**src/rtl/mc1_pkg.sv**
```systemverilog
// Shared types and constants for the MC1 truth-table sweep controller.
// No logic; no latency.
// No flow control.
package mc1_pkg;

    // Sweep controller states
    typedef enum logic [1:0] {
        ST_IDLE   = 2'd0,
        ST_WAIT   = 2'd1,
        ST_SAMPLE = 2'd2,
        ST_DONE   = 2'd3
    } state_t;

    // Default number of cycles abcd is held before f is sampled
    localparam int SETTLE_DEF = 1;

    // Number of input vectors in one sweep (all combinations of A,B,C,D)
    localparam int NUM_VEC = 16;

endpackage

```
**src/rtl/mc1_sweep_ctrl.sv**
```systemverilog
// Sweeps abcd through 0..15 on an external MC1 block and captures F into a truth table.
// Latency: 16*(SETTLE+1) cycles from accepted start to the done pulse.
// start is ignored while busy or done; abort cancels a sweep in progress.
module mc1_sweep_ctrl
    import mc1_pkg::*;
#(
    parameter int SETTLE = SETTLE_DEF
) (
    input  logic        i_clk,
    input  logic        i_rst_n,
    input  logic        i_start,
    input  logic        i_abort,
    input  logic        i_f,
    output logic [3:0]  o_abcd,
    output logic        o_busy,
    output logic        o_done,
    output logic [15:0] o_truth_table,
    output logic [4:0]  o_ones_count
);

    localparam logic [3:0] SETTLE_L = 4'(SETTLE);
    localparam logic [3:0] LAST_IDX = 4'(NUM_VEC - 1);

    state_t      r_state;
    logic [3:0]  r_idx;
    logic [3:0]  r_cnt;
    logic [3:0]  r_abcd;
    logic [15:0] r_shadow;
    logic [4:0]  r_shadow_cnt;
    logic [15:0] r_truth_table;
    logic [4:0]  r_ones_count;

    state_t      w_state_nxt;
    logic        w_busy;
    logic        w_done;
    logic [15:0] w_shadow_nxt;
    logic [4:0]  w_shadow_cnt_nxt;

    // Shadow table and count as they will be after the current sample is folded in
    always_comb begin
        w_shadow_nxt     = r_shadow | (16'(i_f) << r_idx);
        w_shadow_cnt_nxt = r_shadow_cnt + {4'd0, i_f};
    end

    // Next-state decode and state-derived outputs; abort beats start and any progress
    always_comb begin
        w_state_nxt = r_state;
        w_busy      = 1'b0;
        w_done      = 1'b0;
        case (r_state)
            ST_IDLE: begin
                if (i_start && !i_abort) begin
                    w_state_nxt = ST_WAIT;
                end
            end
            ST_WAIT: begin
                w_busy = 1'b1;
                if (i_abort) begin
                    w_state_nxt = ST_IDLE;
                end else if (r_cnt == 4'd1) begin
                    w_state_nxt = ST_SAMPLE;
                end
            end
            ST_SAMPLE: begin
                w_busy = 1'b1;
                if (i_abort) begin
                    w_state_nxt = ST_IDLE;
                end else if (r_idx == LAST_IDX) begin
                    w_state_nxt = ST_DONE;
                end else begin
                    w_state_nxt = ST_WAIT;
                end
            end
            ST_DONE: begin
                w_done      = 1'b1;
                w_state_nxt = ST_IDLE;
            end
            default: begin
                w_state_nxt = ST_IDLE;
            end
        endcase
    end

    // State register plus sweep datapath; results commit only on the edge entering DONE
    always_ff @(posedge i_clk) begin
        if (!i_rst_n) begin
            r_state       <= ST_IDLE;
            r_idx         <= 4'd0;
            r_cnt         <= 4'd0;
            r_abcd        <= 4'd0;
            r_shadow      <= 16'd0;
            r_shadow_cnt  <= 5'd0;
            r_truth_table <= 16'd0;
            r_ones_count  <= 5'd0;
        end else begin
            r_state <= w_state_nxt;
            case (r_state)
                ST_IDLE: begin
                    if (w_state_nxt == ST_WAIT) begin
                        r_idx        <= 4'd0;
                        r_abcd       <= 4'd0;
                        r_cnt        <= SETTLE_L;
                        r_shadow     <= 16'd0;
                        r_shadow_cnt <= 5'd0;
                    end
                end
                ST_WAIT: begin
                    if (w_state_nxt == ST_IDLE) begin
                        r_idx  <= 4'd0;
                        r_cnt  <= 4'd0;
                        r_abcd <= 4'd0;
                    end else begin
                        r_cnt <= r_cnt - 4'd1;
                    end
                end
                ST_SAMPLE: begin
                    if (w_state_nxt == ST_IDLE) begin
                        r_idx  <= 4'd0;
                        r_cnt  <= 4'd0;
                        r_abcd <= 4'd0;
                    end else begin
                        r_shadow     <= w_shadow_nxt;
                        r_shadow_cnt <= w_shadow_cnt_nxt;
                        if (w_state_nxt == ST_DONE) begin
                            r_truth_table <= w_shadow_nxt;
                            r_ones_count  <= w_shadow_cnt_nxt;
                        end else begin
                            r_idx  <= r_idx + 4'd1;
                            r_abcd <= r_idx + 4'd1;
                            r_cnt  <= SETTLE_L;
                        end
                    end
                end
                ST_DONE: begin
                    r_idx  <= 4'd0;
                    r_abcd <= 4'd0;
                end
                default: begin
                    r_idx  <= 4'd0;
                    r_abcd <= 4'd0;
                end
            endcase
        end
    end

    assign o_abcd        = r_abcd;
    assign o_busy        = w_busy;
    assign o_done        = w_done;
    assign o_truth_table = r_truth_table;
    assign o_ones_count  = r_ones_count;

endmodule

```
**config.mk**
```make
export PLATFORM = sky130hd
export DESIGN_NAME = mc1_sweep_ctrl
export DESIGN_NICKNAME = d
export VERILOG_FILES = /design/src/rtl/mc1_pkg.sv /design/src/rtl/mc1_sweep_ctrl.sv
export SDC_FILE = /design/constraint.sdc
export NUM_CORES = 1
export LEC_CHECK = 0
export CAP_MARGIN = 15
export CORE_ASPECT_RATIO = 0.9
export CORE_UTILIZATION = 25
export CTS_BUF_LIST = sky130_fd_sc_hd__clkbuf_4 sky130_fd_sc_hd__clkbuf_8
export CTS_CLUSTER_DIAMETER = 80
export DETAILED_ROUTE_END_ITERATION = 6
export PLACE_DENSITY = 0.49
export SYNTH_ARGS = -nofsm -noshare
export SYNTH_HDL_FRONTEND = slang
export SYNTH_SLANG_ARGS = --single-unit
```
**constraint.sdc**
```tcl
create_clock -name i_clk -period 4.4 [get_ports i_clk]
set_clock_uncertainty 0.05 [all_clocks]
set_input_delay 0.88 -clock i_clk [delete_from_list [all_inputs] [get_ports i_clk]]
set_output_delay 0.88 -clock i_clk [all_outputs]
set_load 0.02 [all_outputs]
```
==> flow_summary.toml <==
[status]
status = "completed"

[place]
dp_hpwl_um = 4130
placed_cell_area_um2 = 2970
gp_congestion = 0.779
io_buffers = 31
dp.cells = 440

[clock_tree]
numCtsBuffers = 5
cts_tree = "done"
cts_setup_buffers = 0
cts_sinks = 52
htreeDepth = 2
hold_buffers = 0
clockRootBuffer = "clkbuf_8"
clk_pin_slew_ps = 90
clk_latency_ps = 300
ctsResizeCount = 0
clockBufferDepth = 2

[die]
dieWidth_um = 109
die-height_um = 98.2
die_area_um2 = 10700
start_util_pct = 26.2
rows = 34
pin_count = 32
core-area_um2 = 9830

[cells_and_area]
design_area_um2 = 3070
area_delta_synth_final_pct = 19.2
num_antenna_cells = 0
layout-drive-gt1-share_pct = 5.61
fin_nets = 337
instances_no_fill = 447

[timing]
relSlewSlack_pct = 61.1
hold_violations = 0
setup_viol = 0
fmax_ghz = 0.333
rsz0062_at_grt = "no"
drv_slew = 0
worst_slew_pin_slew_ps = 583
tns_ps = 0
holdWs_ps = 406
finalCritPeriodShare_pct = 68.2
period_needed_ps = 3000

[synth]
synth-edff-count = 0
async_flop_share_pct = 0
avgSynthCellArea_um2 = 8.60
synthCells = 299
yosys.cell_types.count = 50
yosys.area.top_type = "dfxtp_1"
ys_ff_latch = 52
syn_area_um2 = 2570
yosysWarningCount = 0
yosysTopAreaCellShare_pct = 40.5
synth_nets = 315
ys_seq_area_share_pct = 40.5
synth_area_leaders = "dfxtp_1 40%, o211a_1 7.8%, nor2_1 5.4%"
ys.flop_type = "dfxtp_1"

[drt]
routed_wl_um = 5910
drcViolationCount = 0
num_vias = 2128
drt_first_pass_iters = 4
routedWlPerCell_um = 13.2
ant_nets = 0
vias_per_cell = 4.76
drtIter0Drc = 88

[critical_path]
critPathMaxFanout = 13
critPathRequiredTime_ps = 4580
crit_chain = "inv_1, ha_1, inv_2, or4_4, and4b_4, a21o_1, or3_1, a21boi_1"
slowest_stage = "or4_4"
cp-end-kind = "register"
crit_type = "reg2reg"
max_stage_delay_ps = 600
crit_arrival_ps = 3180
startpoint_type = "register"

[flow_run]
drv_cap = 0

[pwr]
p_comb_share_pct = 10.4
p_leak_uw = 0.00128
sw_frac_of_total_pct = 24.4
vdd_drop_max_mv = 0.113
powerDensity_nw_per_um2 = 278
switching_power_uw = 208
p_int_uw = 645
pwr-share-clk_pct = 33.9
finalPower_uw = 853
seqPwrFrac_pct = 55.7

[global_route]
track_usage_pct = 12.0
antenna_found_initial = 0
grt_start_max_net_pins = 28
overflow = 0
grt_pass1_vias = 1984
grt_pass1_wl_um = 10200

[min_path]
hold_class = "reg2reg"
[stage by stage]
stage | utilization [%] | setup slack (ps)
floorplan | - | 1800
global placement | 30.2 | 1160
detailed placement | 30.2 | 1150
CTS | 31.2 | 1380
global route | 31.2 | 1190
finish | 31.2 | 1400
[power groups by stage]
stage	Sequential, uW	Combinational, uW	Clock [uW]
finish	475	88.7	289
global route	476	99.5	329
CTS	475	89.4	307
detailed placement	486	88.6	0
global placement	486	89.7	0
floorplan	486	67.0	0
[sequential cells by signal, summed over array words and instances, names as in the netlist]
name / count
r_shadow: 16
r_shadow_cnt: 5
r_state: 2
o_abcd: 4
o_truth_table: 16
r_cnt: 4
o_ones_count: 5
[cells by family after synthesis]
group / Yosys count / synth area share, %
mux: 4 / 1.56
flops: 52 / 40.5
fa+ha+maj: 11 / 5.35
simple gates: 126 / 24.8
xor+xnor: 3 / 1.02
buf+inv: 27 / 5.06
compound gates: 76 / 21.8
[layout make-up]
| class | count | area (um2) |
|---|---|---|
| Clock buffer | 7 | 96.3 |
| Sequential cell | 52 | 1040 |
| Fill cell | 1043 | 6760 |
| Tap cell | 126 | 158 |
| Timing Repair Buffer | 36 | 348 |
| Inverter | 6 | 22.5 |
| Multi-Input combinational cell | 220 | 1400 |
[cells in the final DEF, fill, tap and decap left out, drive strengths merged, types with 2 or more instances in the layout]
| master | n |
|---|---|
| nand3 | 8 |
| o211ai | 3 |
| a21o | 2 |
| mux2i | 4 |
| dfxtp | 52 |
| nor2b | 12 |
| xor2 | 2 |
| clkdlybuf4s50 | 31 |
| o211a | 20 |
| buf | 5 |
| nand2 | 33 |
| a2111oi | 2 |
| o21a | 2 |
| nand3b | 3 |
| inv | 6 |
| nor3b | 3 |
| o21ai | 6 |
| nand2b | 4 |
| a21oi | 22 |
| and4b | 3 |
| a21boi | 9 |
| and3 | 4 |
| nor3 | 4 |
| nand4 | 3 |
| and2 | 3 |
| or4 | 3 |
| ha | 11 |
| nor2 | 37 |
| or3 | 4 |
| a31oi | 4 |
| clkbuf | 7 |
[cell usage after synthesis (4+ instances only)]
library cell,n
nor2b_1,12
a21oi_1,21
o21ai_0,5
a21boi_1,6
nor2_1,37
ha_1,11
or3_1,4
nand2_1,32
nand3_1,8
a31oi_1,4
inv_1,5
clkbuf_1,9
nand2b_1,4
mux2i_1,4
o211a_1,20
dfxtp_1,52
buf_2,8
nor3_1,4
and3_1,4
[critical path, delay by kind of cell, from the launching register on]
| kind | cells | cell delay (ps) |
|---|---|---|
| adders and majority gates | 1 | 500 |
| buffers and inverters | 2 | 340 |
| DFF | 1 | 370 |
| and+or+nand+nor | 3 | 1250 |
| AOI/OAI and AO/OA | 2 | 420 |
[routing by layer]
layer	track usage [%]	wire [um]	vias up
li1	-	-	1094
met1	18.5	3310	988
met2	16.5	2310	41
met3	2.14	214	5
met4	3.74	69	0
met5	0	0	-
[worst paths after layout]
| path | startpoint | end | slack, ps | cells past startpoint |
|---|---|---|---|---|
| setup / recovery | r_state[0] | r_shadow_cnt[4] | 1400 | 8 |
| hold / removal | r_shadow[1] | r_shadow[1] | 410 | 2 |
| setup reg to reg | r_state[0] | r_shadow_cnt[4] | 1400 | 8 |
| hold reg to reg | r_shadow[1] | r_shadow[1] | 410 | 2 |
No activity file was read; power rests on OpenSTA's default activity.
